`config.mk`:
```
export PLATFORM = sky130hd
export DESIGN_NAME = ttt_turn_sequencer
export DESIGN_NICKNAME = d
export VERILOG_FILES = /design/src/rtl/ttt_pkg.sv /design/src/rtl/ttt_win_eval.sv /design/src/rtl/ttt_turn_sequencer.sv
export SDC_FILE = /design/constraint.sdc
export NUM_CORES = 1
export LEC_CHECK = 0
export ABC_AREA = 1
export BUFFER_PORTS_ARGS = -buffer_cell sky130_fd_sc_hd__buf_2
export CAP_MARGIN = 10
export CORE_MARGIN = 4
export CORE_UTILIZATION = 40
export DETAILED_ROUTE_END_ITERATION = 10
export PLACE_DENSITY_LB_ADDON = 0.15
export RECOVER_POWER = 25
export SETUP_SLACK_MARGIN = 0.15
export SLEW_MARGIN = 20
export SYNTH_ARGS = -nofsm -noshare
export SYNTH_HDL_FRONTEND = slang
export SYNTH_SLANG_ARGS = --single-unit
```
`constraint.sdc`:
```
create_clock -name MAX10_CLK1_50 -period 2.6 [get_ports MAX10_CLK1_50]
set_input_delay 0 -clock MAX10_CLK1_50 [delete_from_list [all_inputs] [get_ports MAX10_CLK1_50]]
set_output_delay 0 -clock MAX10_CLK1_50 [all_outputs]
set_load 0.02 [all_outputs]
```
`src/rtl/ttt_pkg.sv`:
```
// Shared types and constants for the tic-tac-toe turn sequencer and its win evaluator.
package ttt_pkg;

  typedef enum logic [2:0] {
    ST_PLAY,
    ST_CHECK_MOVE,
    ST_WRITE,
    ST_CHECK_WIN,
    ST_P1_WIN,
    ST_P2_WIN,
    ST_TIE,
    ST_CLEAR
  } state_e;

  typedef enum logic [1:0] {
    RES_NONE = 2'd0,
    RES_P1   = 2'd1,
    RES_P2   = 2'd2,
    RES_TIE  = 2'd3
  } result_e;

  localparam logic [1:0] CELL_EMPTY = 2'b00;
  localparam logic [1:0] CELL_P1    = 2'b01;
  localparam logic [1:0] CELL_P2    = 2'b10;

  localparam int NUM_CELLS = 9;
  localparam int NUM_LINES = 8;

  // Scan order matters: the first completed line decides the result.
  localparam logic [3:0] WIN_LINES [NUM_LINES][3] = '{
    '{4'd0, 4'd1, 4'd2},
    '{4'd3, 4'd4, 4'd5},
    '{4'd6, 4'd7, 4'd8},
    '{4'd0, 4'd3, 4'd6},
    '{4'd1, 4'd4, 4'd7},
    '{4'd2, 4'd5, 4'd8},
    '{4'd0, 4'd4, 4'd8},
    '{4'd2, 4'd4, 4'd6}
  };

  function automatic logic [6:0] state_to_onehot(input state_e s);
    logic [6:0] oh;
    case (s)
      ST_PLAY:                oh = 7'b0000001;
      ST_CHECK_MOVE:          oh = 7'b0000010;
      ST_WRITE, ST_CHECK_WIN: oh = 7'b0000100;
      ST_P1_WIN:              oh = 7'b0001000;
      ST_P2_WIN:              oh = 7'b0010000;
      ST_TIE:                 oh = 7'b0100000;
      ST_CLEAR:               oh = 7'b1000000;
      default:                oh = 7'b0000001;
    endcase
    return oh;
  endfunction

  function automatic logic is_onehot9(input logic [8:0] v);
    return (v != 9'd0) && ((v & (v - 9'd1)) == 9'd0);
  endfunction

endpackage

```
`src/rtl/ttt_win_eval.sv`:
```
// Combinational board judge: first completed line in scan order wins, otherwise a full board is a tie.
module ttt_win_eval
  import ttt_pkg::*;
(
  input  logic [17:0] board_i,
  output result_e     result_o
);

  function automatic logic [1:0] cell_at(input logic [17:0] b, input logic [3:0] k);
    return b[{k, 1'b0} +: 2];
  endfunction

  logic       full;
  logic       found;
  logic [1:0] ca;
  logic [1:0] cb;
  logic [1:0] cc;

  always_comb begin
    full = 1'b1;
    for (int k = 0; k < NUM_CELLS; k++) begin
      if (board_i[2*k +: 2] == CELL_EMPTY) full = 1'b0;
    end

    found    = 1'b0;
    ca       = CELL_EMPTY;
    cb       = CELL_EMPTY;
    cc       = CELL_EMPTY;
    result_o = RES_NONE;
    for (int l = 0; l < NUM_LINES; l++) begin
      ca = cell_at(board_i, WIN_LINES[l][0]);
      cb = cell_at(board_i, WIN_LINES[l][1]);
      cc = cell_at(board_i, WIN_LINES[l][2]);
      if (!found && (ca != CELL_EMPTY) && (ca == cb) && (ca == cc)) begin
        found    = 1'b1;
        result_o = (ca == CELL_P1) ? RES_P1 : RES_P2;
      end
    end

    // A completed line outranks a full board.
    if (!found && full) result_o = RES_TIE;
  end

endmodule

```
`src/rtl/ttt_turn_sequencer.sv`:
```
// Tic-tac-toe turn sequencer: debounces the select key, validates and writes moves,
// judges the board, keeps scores and sequences the post-result hold and board clear.
module ttt_turn_sequencer
  import ttt_pkg::*;
#(
  parameter int unsigned POLL_CYCLES      = 10000,
  parameter int unsigned DEBOUNCE_SAMPLES = 4,
  parameter int unsigned HOLD_CYCLES      = 50000000,
  parameter int unsigned SCORE_MAX        = 9
) (
  input  logic        MAX10_CLK1_50,
  input  logic        rst,
  input  logic        select_n,
  input  logic [8:0]  move,
  output logic [17:0] board_o,
  output logic        player,
  output logic [3:0]  score1,
  output logic [3:0]  score2,
  output logic [6:0]  state_onehot,
  output logic        err_invalid
);

  localparam int POLL_W = (POLL_CYCLES > 1) ? $clog2(POLL_CYCLES) : 1;
  localparam int DEB_W  = (DEBOUNCE_SAMPLES > 1) ? $clog2(DEBOUNCE_SAMPLES) : 1;
  localparam int HOLD_W = (HOLD_CYCLES > 1) ? $clog2(HOLD_CYCLES) : 1;

  localparam logic [POLL_W-1:0] POLL_LAST = POLL_W'(POLL_CYCLES - 1);
  localparam logic [DEB_W-1:0]  DEB_LAST  = DEB_W'(DEBOUNCE_SAMPLES - 1);
  localparam logic [HOLD_W-1:0] HOLD_LAST = HOLD_W'(HOLD_CYCLES - 1);
  localparam logic [3:0]        SCORE_TOP = 4'(SCORE_MAX);

  logic [1:0]        sync_q;
  logic [POLL_W-1:0] poll_q, poll_d;
  logic [DEB_W-1:0]  deb_q, deb_d;
  logic              filt_q, filt_d;
  logic              press_q, press_d;

  state_e            state_q, state_d;
  logic [8:0]        mv_q, mv_d;
  logic [17:0]       board_q, board_d;
  logic              player_q, player_d;
  logic [3:0]        score1_q, score1_d;
  logic [3:0]        score2_q, score2_d;
  logic [HOLD_W-1:0] hold_q, hold_d;
  logic              err_q, err_d;
  logic [6:0]        onehot_q;

  result_e           result;
  logic              occupied;
  logic              move_ok;

  // Key filter: filt_q tracks the select_n level (1 = released) and only
  // follows the synchronised key after enough consecutive disagreeing samples.
  always_comb begin
    poll_d  = poll_q + 1'b1;
    deb_d   = deb_q;
    filt_d  = filt_q;
    press_d = 1'b0;
    if (poll_q == POLL_LAST) begin
      poll_d = '0;
      if (sync_q[1] == filt_q) begin
        deb_d = '0;
      end else if (deb_q == DEB_LAST) begin
        deb_d   = '0;
        filt_d  = sync_q[1];
        press_d = ~sync_q[1];
      end else begin
        deb_d = deb_q + 1'b1;
      end
    end
  end

  ttt_win_eval u_win_eval (
    .board_i  (board_q),
    .result_o (result)
  );

  always_comb begin
    occupied = 1'b0;
    for (int k = 0; k < NUM_CELLS; k++) begin
      if (mv_q[k] && (board_q[2*k +: 2] != CELL_EMPTY)) occupied = 1'b1;
    end
  end

  assign move_ok = is_onehot9(mv_q) && !occupied;

  always_comb begin
    state_d  = state_q;
    mv_d     = mv_q;
    board_d  = board_q;
    player_d = player_q;
    score1_d = score1_q;
    score2_d = score2_q;
    hold_d   = hold_q;
    err_d    = 1'b0;

    case (state_q)
      ST_PLAY: begin
        if (press_q) begin
          mv_d    = move;
          state_d = ST_CHECK_MOVE;
        end
      end
      ST_CHECK_MOVE: begin
        if (move_ok) begin
          state_d = ST_WRITE;
        end else begin
          state_d = ST_PLAY;
          err_d   = 1'b1;
        end
      end
      ST_WRITE: begin
        for (int k = 0; k < NUM_CELLS; k++) begin
          if (mv_q[k]) board_d[2*k +: 2] = player_q ? CELL_P2 : CELL_P1;
        end
        player_d = ~player_q;
        state_d  = ST_CHECK_WIN;
      end
      ST_CHECK_WIN: begin
        hold_d = '0;
        case (result)
          RES_P1: begin
            state_d = ST_P1_WIN;
            if (score1_q < SCORE_TOP) score1_d = score1_q + 4'd1;
          end
          RES_P2: begin
            state_d = ST_P2_WIN;
            if (score2_q < SCORE_TOP) score2_d = score2_q + 4'd1;
          end
          RES_TIE: state_d = ST_TIE;
          default: state_d = ST_PLAY;
        endcase
      end
      ST_P1_WIN, ST_P2_WIN, ST_TIE: begin
        if (hold_q == HOLD_LAST) state_d = ST_CLEAR;
        else                     hold_d  = hold_q + 1'b1;
      end
      ST_CLEAR: begin
        board_d  = '0;
        player_d = 1'b0;
        if ((score1_q >= SCORE_TOP) || (score2_q >= SCORE_TOP)) begin
          score1_d = '0;
          score2_d = '0;
        end
        state_d = ST_PLAY;
      end
      default: state_d = ST_PLAY;
    endcase
  end

  always_ff @(posedge MAX10_CLK1_50) begin
    if (!rst) begin
      sync_q   <= 2'b11;
      poll_q   <= '0;
      deb_q    <= '0;
      filt_q   <= 1'b1;
      press_q  <= 1'b0;
      state_q  <= ST_PLAY;
      board_q  <= '0;
      player_q <= 1'b0;
      score1_q <= '0;
      score2_q <= '0;
      hold_q   <= '0;
      err_q    <= 1'b0;
      onehot_q <= 7'b0000001;
    end else begin
      sync_q   <= {sync_q[0], select_n};
      poll_q   <= poll_d;
      deb_q    <= deb_d;
      filt_q   <= filt_d;
      press_q  <= press_d;
      state_q  <= state_d;
      board_q  <= board_d;
      player_q <= player_d;
      score1_q <= score1_d;
      score2_q <= score2_d;
      hold_q   <= hold_d;
      err_q    <= err_d;
      onehot_q <= state_to_onehot(state_d);
    end
  end

  // The move latch is only meaningful after a press, so it needs no reset.
  always_ff @(posedge MAX10_CLK1_50) begin
    mv_q <= mv_d;
  end

  assign board_o      = board_q;
  assign player       = player_q;
  assign score1       = score1_q;
  assign score2       = score2_q;
  assign state_onehot = onehot_q;
  assign err_invalid  = err_q;

endmodule
```
==> results <==
- The routed layout has about 5,000 vias.
- The final hold violation count is 0.
- After clock tree synthesis, the clock-pin slew on the worst setup and hold paths is ~0.070 ns.
- Measured along the y axis, the die boundary spans between 100 and 150 µm.
- After detailed routing, the number of vias per cell comes to around 5.1.
- In this run, the number of DRC markers left after iteration 0 of detailed routing was 268.
- For the pin with the worst max-slew slack, the measured transition is roughly 0.55 ns.
- In this run the biggest area consumer among cell types represents 32.39% of the synthesized area.
- The worst setup slack before clock tree synthesis is 0.3334 ns.
- The number of different library cells used by synthesis comes to between 40 and 50.
- The area growth from synthesis to layout is 16.53%.
- The yosys synthesis warning count is 0.
- In this design, the largest share of critical-path delay is due to simple AND/OR/NAND/NOR gates.
- In the global route stage, overall resource usage came out at just under 20%.
- After detailed routing, the total wire length is ~14,000 µm.
- Among all flip-flop cells after synthesis, the most frequent one is sky130_fd_sc_hd__dfxtp_1.
- The portion of synthesized area spent on multiplexers is 0%.
- The fraction of synthesis flops using an asynchronous set or reset pin is 0%.
- After synthesis, the largest family of logic cells by area is simple AND/OR/NAND/NOR gates.
- The initial standard-cell utilization of the core is between 40% and 50%.
- The largest net degree at the start of global routing is 35.
- The total clock buffers created by CTS is 9.
- The post-route clock skew is 0.01040 ns.
- The H-tree generated during clock tree synthesis spans 3 levels.
- The worst hold slack is around 0.086 ns.
- STA classifies the critical path endpoint as a flop.
- The number of setup violations in the final report is 0.
- The number of clock sinks is 93.
- The worst reg-to-reg setup slack is ~0.44 ns.
- Setup repair after global routing could not meet its margin everywhere.
- The headroom to the max-slew limit is 63.02%.
- The die width is about 120 µm.
- The number of maximum-capacitance violations is 0.
- The classification of the worst-slack hold path is input port to flop.
- The congestion estimate from routability-driven global placement came to between 0.8 and 0.9.
- The pre-antenna-repair detailed-routing pass consisted of 6 iterations.
- The run finished with clean final reports.
- When the netlist entered floorplanning its net count stood at ~780.
- The number of placed instances, taps included, is just under 1,000.
- The tree is rooted in a sky130_fd_sc_hd__clkbuf_16.
- The finished layout holds around 1,000 standard cells, fillers aside.
- The number of enable flip-flop cells after synthesis is 9.
- The initial antenna violation count is 0.
- The global-route wire length before repair is about 23,000 µm.
- After layout, the worst path uses between 80 and 90% of the clock period.
- Timing would allow up to between 0.4 and 0.5 GHz.
- The worst setup path is launched from a flop.
- The number of global-route vias before repair is between 4,000 and 5,000.
- The mean instance size in the synthesized netlist is ~7 µm².
- The cell occurring most often along the worst timing path is sky130_fd_sc_hd__nand2_1.
- After floorplanning, the core was divided into slightly above 40 placement rows.
- The netlist area before placement is roughly 5200 µm².
- The HPWL reported at the end of detailed placement is between 10,000 and 15,000 µm.
- The signal arrival time at the worst endpoint is 2.44 ns.
- Summing the areas of all compound-gate instances in the mapped netlist gives between 10 and 15% of the synthesized area.
- The portion of the post-synthesis area used by sequential elements is between 30% and 40%.
- The standard cell with the maximum stage delay on the critical path is sky130_fd_sc_hd__edfxtp_1.
- The synthesized netlist devotes between 30 and 40% of its cell area to simple gates.
- The clock tree from TritonCTS is yes.
- The buffer and inverter count on the worst path is 1.
- The share of cells above drive strength 1 is a little under an eighth.
- The number of antenna diodes in the final layout is 0.
- The worst path meets setup with approximately 0.44 ns of slack.
- Of the total synthesized cell area, the portion taken by full adders, half adders and majority gates is roughly 2.2%.
- The core region is 12,670 µm².
- In the post-synthesis netlist, the biggest area contributors are sky130_fd_sc_hd__dfxtp_1, sky130_fd_sc_hd__nand2_1, sky130_fd_sc_hd__inv_1.
- The worst setup path is of the flop to flop kind.
- The maximum fanout count along the critical path is 5.
- In the routed design, unresolved DRC markers number 0.
- The largest single stage delay on the critical path is approximately 0.47 ns.
- The clock passes through at most 2 buffers.
- The sum of overflow across all layers after global routing is 0.
- The full die area is approximately 15,000 µm².
- Once layout is complete, the utilization of the core stands at 47.74%.
- The gate count after technology mapping is around 760.
- The port buffer count is 46.
- Pin placement for this block handled 47 I/O pins.
- For the worst-skew pair, the clock arrives at the later sink with an insertion delay of 0.35 ns.
- The xor/xnor cell area share of the yosys netlist is 2.699%.
- The buffers inserted during post-CTS setup optimization is 0.
- The leading area contributor after synthesis is sky130_fd_sc_hd__dfxtp_1.
- Summed over all cells, the static leakage comes to between 2 and 2.5 nW.
- The post-route minimum period is about 2.2 ns.
- Sorting the synthesized cells by how often they occur yields sky130_fd_sc_hd__nand2_1, sky130_fd_sc_hd__inv_1, sky130_fd_sc_hd__nor2_1, sky130_fd_sc_hd__dfxtp_1, sky130_fd_sc_hd__a21oi_1.
- The average detailed-routed wire length per instance is roughly 14 µm.
- The most frequently used cell type in the post-synthesis netlist is sky130_fd_sc_hd__nand2_1.
- The number of max-slew violations in the final report came to 0.
- The total negative slack is 0 ns.
- At the worst endpoint, the required time is about 2.9 ns.
- At the end of the flow, the number of nets in the layout was approximately 840.
- The signal on the critical path passes through nor2_1, nand2_1, nor2_1, nand2_1, nor3_1, nand2_1, a21boi_0, nand4_1, nand3_2, nand2_1, inv_2, nand2_1, nor2_1.
- Synthesis inferred between 90 and 100 register bits.
- The worst supply voltage drop on vdd is about 0.22 mV.
- The power density of the placed cells is around 480 nW/µm².
- The final antenna-violating net count is 0.
==> layout make-up <==
class	count	area (µm²)
fillers	1322	6621
multi-input cells	548	2796
flip-flops and latches	93	1953
inverters	104	391.6
repair buffers	67	381.6
clock buffers	11	254.0
well taps	172	215.2
clock inverters	5	57.56
==> flip-flops by register name (all words and copies together) (netlist names), 3 cells and up <==
register	cells
mv_q	9
poll_q	14
hold_q	26
state_onehot	7
score2	4
state_q	3
score1	4
board_o	18
==> cell usage in the layout, fill, tap and decap left out, types with 7 or more instances in the layout <==
cell                            Yosys  routed
sky130_fd_sc_hd__inv_1             89      89
sky130_fd_sc_hd__buf_2              2      21
sky130_fd_sc_hd__edfxtp_1           9       9
sky130_fd_sc_hd__nor3_1            30      30
sky130_fd_sc_hd__buf_4              1      11
sky130_fd_sc_hd__nand4_1           22      22
sky130_fd_sc_hd__dlygate4sd3_1      0      10
sky130_fd_sc_hd__nor3b_1            7       7
sky130_fd_sc_hd__nor4_1            12      11
sky130_fd_sc_hd__nand2_1          164     164
sky130_fd_sc_hd__ha_1               9       9
sky130_fd_sc_hd__dfxtp_1           84      83
sky130_fd_sc_hd__nand3_1           56      56
sky130_fd_sc_hd__clkbuf_1           5      26
sky130_fd_sc_hd__clkbuf_16          0      10
sky130_fd_sc_hd__a21oi_1           59      59
sky130_fd_sc_hd__o21ai_0           30      30
sky130_fd_sc_hd__nor2_1            87      87
sky130_fd_sc_hd__xor2_1            10      10
sky130_fd_sc_hd__or2_2              9       9
sky130_fd_sc_hd__nand3_2            7       7
sky130_fd_sc_hd__inv_2             13      12
==> routing by layer <==
layer	GRT usage [%]	up-vias	share of wire, %
li1	-	2641	-
met1	23.94	2309	45
met2	33.36	110	48
met3	2.646	20	4.6
met4	8.193	0	2.2
met5	0	-	0
==> cell families after synthesis <==
group,after synthesis
AO/OA/AOI/OAI,109
XOR/XNOR,16
adder cells (fa/ha/maj),9
buffers and inverters,114
flip-flops,93
AND/OR/NAND/NOR,414
==> worst paths after layout <==
check,end,from,cells after the start
max,state_onehot[6]$_SDFF_PN0_,mv_q[1]$_DFFE_PP_,13
min,state_onehot[0]$_SDFF_PN1_,rst,3
max reg2reg,state_onehot[6]$_SDFF_PN0_,mv_q[1]$_DFFE_PP_,13
min reg2reg,sync_q[1]$_SDFF_PN1_,sync_q[0]$_SDFF_PN1_,1
==> stage by stage <==
stage	power, mW	cell area, µm²
2_1_floorplan	1.515	5191
3_3_place_gp	1.537	5660
3_5_place_dp	1.539	5660
4_1_cts	2.931	6072
5_1_grt	2.987	6050
6_report	2.893	6050
==> power by group <==
part           switching, mW  internal, mW  leakage (nW)
sequential           0.00418          1.45         0.759
clock                  0.570         0.806         0.155
combinational         0.0362        0.0262          1.50
total                  0.610          2.28          2.41
==> what timing repair did <==
item / CTS / global route
endpoints found under the hold margin: 10 / 0
gates resized for setup: 0 / 3
setup endpoints to repair: 0 / 17
hold buffers: 10 / 0
==> worst min-delay path: stages <==
cell and delay, ns:
sky130_fd_sc_hd__buf_2 0.12, sky130_fd_sc_hd__buf_4 0.20, sky130_fd_sc_hd__nand2_1 0.08
Note: power is estimated with default switching activity, not from simulation.
